<file path="src/rtl/prog_loader.sv">
// Serial program loader: parses a framed byte stream into 18-bit words, writes them
// from address 0 and owns the program memory port while holding the MCU in reset.
module prog_loader #(
    parameter int ADDR_W      = 10,
    parameter int DATA_W      = 18,
    parameter int TIMEOUT_CYC = 1_000_000
) (
    input  logic              CLK,
    input  logic              RST_N,
    input  logic              LOAD_REQ,
    input  logic [7:0]        RX_DATA,
    input  logic              RX_VALID,
    output logic              RX_READY,
    input  logic [ADDR_W-1:0] CPU_ADDR,
    output logic [ADDR_W-1:0] MEM_ADDR,
    output logic [DATA_W-1:0] MEM_WDATA,
    output logic              MEM_WE,
    output logic              CPU_HOLD,
    output logic              BUSY,
    output logic              DONE,
    output logic              ERR,
    output logic [ADDR_W:0]   WORD_COUNT
);

    localparam int TO_W = $clog2(TIMEOUT_CYC + 1);

    typedef enum logic [3:0] {
        ST_IDLE, ST_SYNC, ST_LEN_HI, ST_LEN_LO, ST_B2, ST_B1, ST_B0,
        ST_WRITE, ST_CHECK, ST_FINISH, ST_FAIL
    } state_t;

    state_t            state_r, state_nx_s;
    logic              rx_ready_r, mem_we_r, hold_r, busy_r, done_r, err_r;
    logic [ADDR_W:0]   ptr_r;
    logic [DATA_W-1:0] wdata_r;
    logic [1:0]        len_hi_r, b2_r;
    logic [7:0]        len_lo_r, b1_r, chk_r;
    logic [TO_W-1:0]   to_cnt_r;
    logic              accept_s, to_hit_s;
    logic [ADDR_W:0]   n_words_s;

    // Header and B2 bytes only carry two payload bits; anything above them is a framing error.
    function automatic logic fits_2bit(input logic [7:0] b);
        return (b & 8'hFC) == 8'h00;
    endfunction

    function automatic logic ready_state(input state_t s);
        return (s == ST_SYNC) || (s == ST_LEN_HI) || (s == ST_LEN_LO) || (s == ST_B2) ||
               (s == ST_B1) || (s == ST_B0) || (s == ST_CHECK);
    endfunction

    // The watchdog is only live once the sync byte has been seen.
    function automatic logic armed_state(input state_t s);
        return (s == ST_LEN_HI) || (s == ST_LEN_LO) || (s == ST_B2) ||
               (s == ST_B1) || (s == ST_B0) || (s == ST_CHECK);
    endfunction

    assign accept_s  = RX_VALID & rx_ready_r;
    assign to_hit_s  = (to_cnt_r == TO_W'(TIMEOUT_CYC));
    assign n_words_s = (ADDR_W+1)'({len_hi_r, len_lo_r}) + (ADDR_W+1)'(1);

    // Next-state decode.
    always_comb begin
        state_nx_s = state_r;
        case (state_r)
            ST_IDLE: begin
                if (LOAD_REQ) state_nx_s = ST_SYNC;
                else          state_nx_s = ST_IDLE;
            end
            ST_SYNC: begin
                if (accept_s && (RX_DATA == 8'hA5)) state_nx_s = ST_LEN_HI;
                else                                state_nx_s = ST_SYNC;
            end
            ST_LEN_HI, ST_B2: begin
                if (accept_s) begin
                    if (!fits_2bit(RX_DATA))        state_nx_s = ST_FAIL;
                    else if (state_r == ST_LEN_HI)  state_nx_s = ST_LEN_LO;
                    else                            state_nx_s = ST_B1;
                end else if (to_hit_s) begin
                    state_nx_s = ST_FAIL;
                end else begin
                    state_nx_s = state_r;
                end
            end
            ST_LEN_LO, ST_B1, ST_B0: begin
                if (accept_s) begin
                    if (state_r == ST_LEN_LO)   state_nx_s = ST_B2;
                    else if (state_r == ST_B1)  state_nx_s = ST_B0;
                    else                        state_nx_s = ST_WRITE;
                end else if (to_hit_s) begin
                    state_nx_s = ST_FAIL;
                end else begin
                    state_nx_s = state_r;
                end
            end
            ST_WRITE: begin
                if ((ptr_r + (ADDR_W+1)'(1)) == n_words_s) state_nx_s = ST_CHECK;
                else                                       state_nx_s = ST_B2;
            end
            ST_CHECK: begin
                if (accept_s) begin
                    if (RX_DATA == chk_r) state_nx_s = ST_FINISH;
                    else                  state_nx_s = ST_FAIL;
                end else if (to_hit_s) begin
                    state_nx_s = ST_FAIL;
                end else begin
                    state_nx_s = ST_CHECK;
                end
            end
            ST_FINISH: state_nx_s = ST_IDLE;
            ST_FAIL:   state_nx_s = ST_IDLE;
            default:   state_nx_s = ST_IDLE;
        endcase
    end

    // State, datapath and registered status outputs.
    always_ff @(posedge CLK) begin
        if (!RST_N) begin
            state_r    <= ST_IDLE;
            rx_ready_r <= 1'b0;
            mem_we_r   <= 1'b0;
            hold_r     <= 1'b0;
            busy_r     <= 1'b0;
            done_r     <= 1'b0;
            err_r      <= 1'b0;
            ptr_r      <= '0;
            wdata_r    <= '0;
            len_hi_r   <= 2'd0;
            len_lo_r   <= 8'd0;
            b2_r       <= 2'd0;
            b1_r       <= 8'd0;
            chk_r      <= 8'd0;
            to_cnt_r   <= '0;
        end else begin
            state_r    <= state_nx_s;
            rx_ready_r <= ready_state(state_nx_s);
            mem_we_r   <= (state_nx_s == ST_WRITE);

            if (accept_s || !armed_state(state_r)) to_cnt_r <= '0;
            else if (!to_hit_s)                    to_cnt_r <= to_cnt_r + TO_W'(1);

            case (state_r)
                ST_IDLE: begin
                    if (state_nx_s == ST_SYNC) begin
                        hold_r <= 1'b1;
                        busy_r <= 1'b1;
                        done_r <= 1'b0;
                        err_r  <= 1'b0;
                        ptr_r  <= '0;
                        chk_r  <= 8'd0;
                    end
                end
                ST_LEN_HI: if (accept_s) begin
                    len_hi_r <= RX_DATA[1:0];
                    chk_r    <= chk_r ^ RX_DATA;
                end
                ST_LEN_LO: if (accept_s) begin
                    len_lo_r <= RX_DATA;
                    chk_r    <= chk_r ^ RX_DATA;
                end
                ST_B2: if (accept_s) begin
                    b2_r  <= RX_DATA[1:0];
                    chk_r <= chk_r ^ RX_DATA;
                end
                ST_B1: if (accept_s) begin
                    b1_r  <= RX_DATA;
                    chk_r <= chk_r ^ RX_DATA;
                end
                ST_B0: if (accept_s) begin
                    wdata_r <= {b2_r, b1_r, RX_DATA};
                    chk_r   <= chk_r ^ RX_DATA;
                end
                ST_WRITE:  ptr_r <= ptr_r + (ADDR_W+1)'(1);
                ST_FINISH: begin
                    done_r <= 1'b1;
                    busy_r <= 1'b0;
                    hold_r <= 1'b0;
                end
                // Hold stays asserted so a half-loaded image can never execute.
                ST_FAIL: begin
                    err_r  <= 1'b1;
                    busy_r <= 1'b0;
                end
                default: ;
            endcase
        end
    end

    // Memory address ownership: loader while the MCU is held, MCU fetch otherwise.
    always_comb begin
        if (hold_r) MEM_ADDR = ptr_r[ADDR_W-1:0];
        else        MEM_ADDR = CPU_ADDR;
    end

    assign RX_READY   = rx_ready_r;
    assign MEM_WE     = mem_we_r;
    assign MEM_WDATA  = wdata_r;
    assign CPU_HOLD   = hold_r;
    assign BUSY       = busy_r;
    assign DONE       = done_r;
    assign ERR        = err_r;
    assign WORD_COUNT = ptr_r;

endmodule

</file>
<file path="config.mk">
export PLATFORM = sky130hd
export DESIGN_NAME = prog_loader
export DESIGN_NICKNAME = d
export VERILOG_FILES = /design/src/rtl/prog_loader.sv
export SDC_FILE = /design/constraint.sdc
export NUM_CORES = 1
export LEC_CHECK = 0
export BUFFER_PORTS_ARGS = -buffer_cell sky130_fd_sc_hd__buf_2
export CORE_UTILIZATION = 58
export DETAILED_ROUTE_END_ITERATION = 10
export GPL_ROUTABILITY_DRIVEN = 1
export GPL_TIMING_DRIVEN = 0
export PLACE_DENSITY = 0.85
export SLEW_MARGIN = 20
export SYNTH_ARGS = -nofsm -noshare
export SYNTH_HDL_FRONTEND = slang
export SYNTH_SLANG_ARGS = --single-unit
</file>
<file path="constraint.sdc">
create_clock -name CLK -period 3.2 [get_ports CLK]
set_input_delay 0.16 -clock CLK [delete_from_list [all_inputs] [get_ports CLK]]
set_output_delay 0.16 -clock CLK [all_outputs]
set_load 0.05 [all_outputs]
</file>
==> results.ini <==
[outcome]
outcome = finished, final reports clean

[pwr]
pwr-share-clk_pct = 37.7
power_frac_seq_pct = 52.9
pwr_density_cell_nw_per_um2 = 386
power.internal_mw = 1.51
irDropWorstVdd_uv = 260
swShare_pct = 26.7
p_leak_nw = 2.05
pwr-share-comb_pct = 9.4
power_mw = 2.06
power.switching_mw = 0.551

[worst_setup_path]
worst-path-buf-inv = 2
crit_path_end_kind = register
crit_arrival_ns = 3.07
startpoint_type = register
crit_type = register to register
r2r_start = to_cnt_r[4]
crit_fanout = 10
cp_top_family = simple AND/OR/NAND/NOR gates
crit_path_start = to_cnt_r[4]
worstPathRequired_ns = 3.48
cp_slowest_cell = or4b_1
cpPeakStageDelay_ns = 0.53
path_cells = or4b_1, or4_1, o21ai_0, a2bb2o_1, o211a_1, buf_6, buf_12, mux2i_1

[global_routing]
grt_overflow = 0
grt_usage_pct = 29.1
antenna_found_initial = 0
grt_max_degree = 16
grt_pass1_vias = 4277
grt_first_pass_wirelength_mm = 19.7

[floorplan]
start_util_pct = 60.3
fp.dieH_um = 92.1
num_rows = 32
pin_count = 67
die_area_um2 = 8480
core_area_um2 = 7810
die_x_um = 92.1

[timing]
finalCritPeriodShare_pct = 87.2
worst_slack_ns = 0.411
rsz0062_at_grt = no
finClkSkew_ns = 0.0127
hold_viol = 0
setup_tns_ns = 0
period_needed_ns = 2.79
worst_hold_slack_ns = 0.122
slew_headroom_pct = 38.1
worstMarginPinSlew_ns = 0.925
slew_viol_final = 0
timing.fmax_mhz = 359
setup_viol = 0

[clock_network]
clockRootBuffer = clkbuf_8
cts_tree = built
clock_sinks = 87
htree_num_levels = 3
cts_buffers = 9
cts_resized = 0
clk_pin_slew_worst_paths_ns = 0.09
post_cts_buffers = 0
cts_hold_buffers = 0
clockBufferDepth = 2
clk_latency_ns = 0.37

[synthesis]
yosysTopAreaCell = dfxtp_1
yosys-top-cells-count = dfxtp_1, nand2_1, nor2_1
synth_edf_count = 0
synth.top_cell.area_share_pct = 37.0
syn_area_per_cell_um2 = 8.54
ys_seq_area_share_pct = 37.0
synth_area_leaders = dfxtp_1, mux2i_1, nor2b_1, nand2_1, xnor2_1
synth.most_common_cell = dfxtp_1
synth_flop_cell = dfxtp_1
ys_ff_latch = 87
synth_cell_types = 56
syn_nets = 577
synth_cells = 551
synth_area_um2 = 4710
ys_warn_count = 0
ys_async_sr_fraction_pct = 0

[min_path]
hp-start = RX_DATA[2]
holdCritPathClass = primary input to register

[route]
dr.pass1.iters = 8
wl_per_cell_um = 15.6
via_per_inst = 5.83
drc = 0
drtAntennaViolNets = 0
drt-initial-drc-count = 214
wirelength_mm = 11.5
vias = 4274

[final_layout]
final.fill_count = 652
fin_util_pct = 68.5
antenna_cells = 0
area_delta_synth_final_pct = 13.7
nNetsFinal = 652
drive_gt1_share_pct = 15.7

[placement]
pre_cts_slack_ns = 0.475
dp_hpwl_mm = 8.49
gp_congestion = 0.879
portBuffers = 64

[run]
maxCapViolCount = 0

## cell families (layout without fill, tap and decap cells)
logic type	Yosys count	after routing	share of synthesized area, %
xor gates and xnor gates	38	38	7.66
AOI/OAI and AO/OA	83	83	11.8
adders and majority gates	4	4	1.06
muxes	49	49	10.7
DFF	87	87	37.0
and+or+nand+nor	255	255	28.3
buffers and inverters	35	115	3.48
## cell type report
cell class	instances	area [um^2]	share of cell area, %
clock inverter	6	68.8	1.29
clock buffer	10	128	2.38
inverter	3	11.3	0.210
tap	102	128	2.38
timing repair buffer	64	320	5.99
multi-input combinational	429	2800	52.3
sequential	87	1740	32.5
buffer	32	153	2.85
## final timing paths
kind         depth (start not counted)             to  slack [ns]
min reg2reg                          2   MEM_WDATA[0]        0.46
max                                  8  MEM_WDATA[17]        0.41
min                                  3   MEM_WDATA[2]        0.12
max reg2reg                          8  MEM_WDATA[17]        0.41
## placed cells by master, fill, tap and decap left out, types with 3 or more instances in the layout
| cell | netlist | layout |
|---|---|---|
| a21boi_0 | 6 | 6 |
| a21oi_1 | 28 | 28 |
| and2_1 | 15 | 15 |
| and3_1 | 11 | 11 |
| and4_1 | 4 | 4 |
| buf_2 | 1 | 65 |
| clkbuf_1 | 28 | 29 |
| clkbuf_8 | 0 | 9 |
| dfxtp_1 | 87 | 87 |
| ha_1 | 4 | 4 |
| inv_1 | 3 | 3 |
| mux2_2 | 11 | 11 |
| mux2i_1 | 38 | 38 |
| nand2_1 | 62 | 62 |
| nand2b_1 | 4 | 4 |
| nand3_1 | 22 | 22 |
| nand4_1 | 7 | 7 |
| nor2_1 | 46 | 46 |
| nor2b_1 | 44 | 44 |
| nor3_1 | 10 | 10 |
| nor3b_1 | 3 | 3 |
| nor4_1 | 3 | 3 |
| nor4b_1 | 4 | 4 |
| o21a_1 | 3 | 3 |
| o21ai_0 | 17 | 17 |
| o2bb2ai_1 | 8 | 8 |
| or3_1 | 6 | 6 |
| or4_1 | 4 | 4 |
| xnor2_1 | 22 | 22 |
| xor2_1 | 14 | 14 |
## metrics by stage
stage          instance area [um^2]  instances
6_report                       5350        733
5_1_grt                        5350        733
3_3_place_gp                   5150        717
3_5_place_dp                   5150        717
2_1_floorplan                  4710        551
4_1_cts                        5350        733
## routing by layer
layer  vias to the layer above  wire [um]  GRT usage, %
li1                       2069          -             -
met1                      2032       4830          34.1
met2                       141       5710          50.9
met3                        32        651          7.55
met4                         0        270          10.8
met5                         -          0             0
## tightest hold or removal path, cell delays in order
cell	delay, ns
buf_2	0.15
nand2_1	0.07
mux2i_1	0.06
## registers in the layout (all words and copies together) (netlist names), 2 cells and up
name        count
state_r         4
chk_r           8
WORD_COUNT     11
b2_r            2
len_lo_r        8
b1_r            8
MEM_WDATA      18
to_cnt_r       20
len_hi_r        2
## power groups by stage
stage	sequential [mW]	combinational, mW	clock (mW)
2_1_floorplan	1.13	0.123	0
3_3_place_gp	1.12	0.190	0
3_5_place_dp	1.12	0.194	0
4_1_cts	1.09	0.194	0.802
5_1_grt	1.09	0.208	0.841
6_report	1.09	0.195	0.778
(Power assumes the default switching activity.)
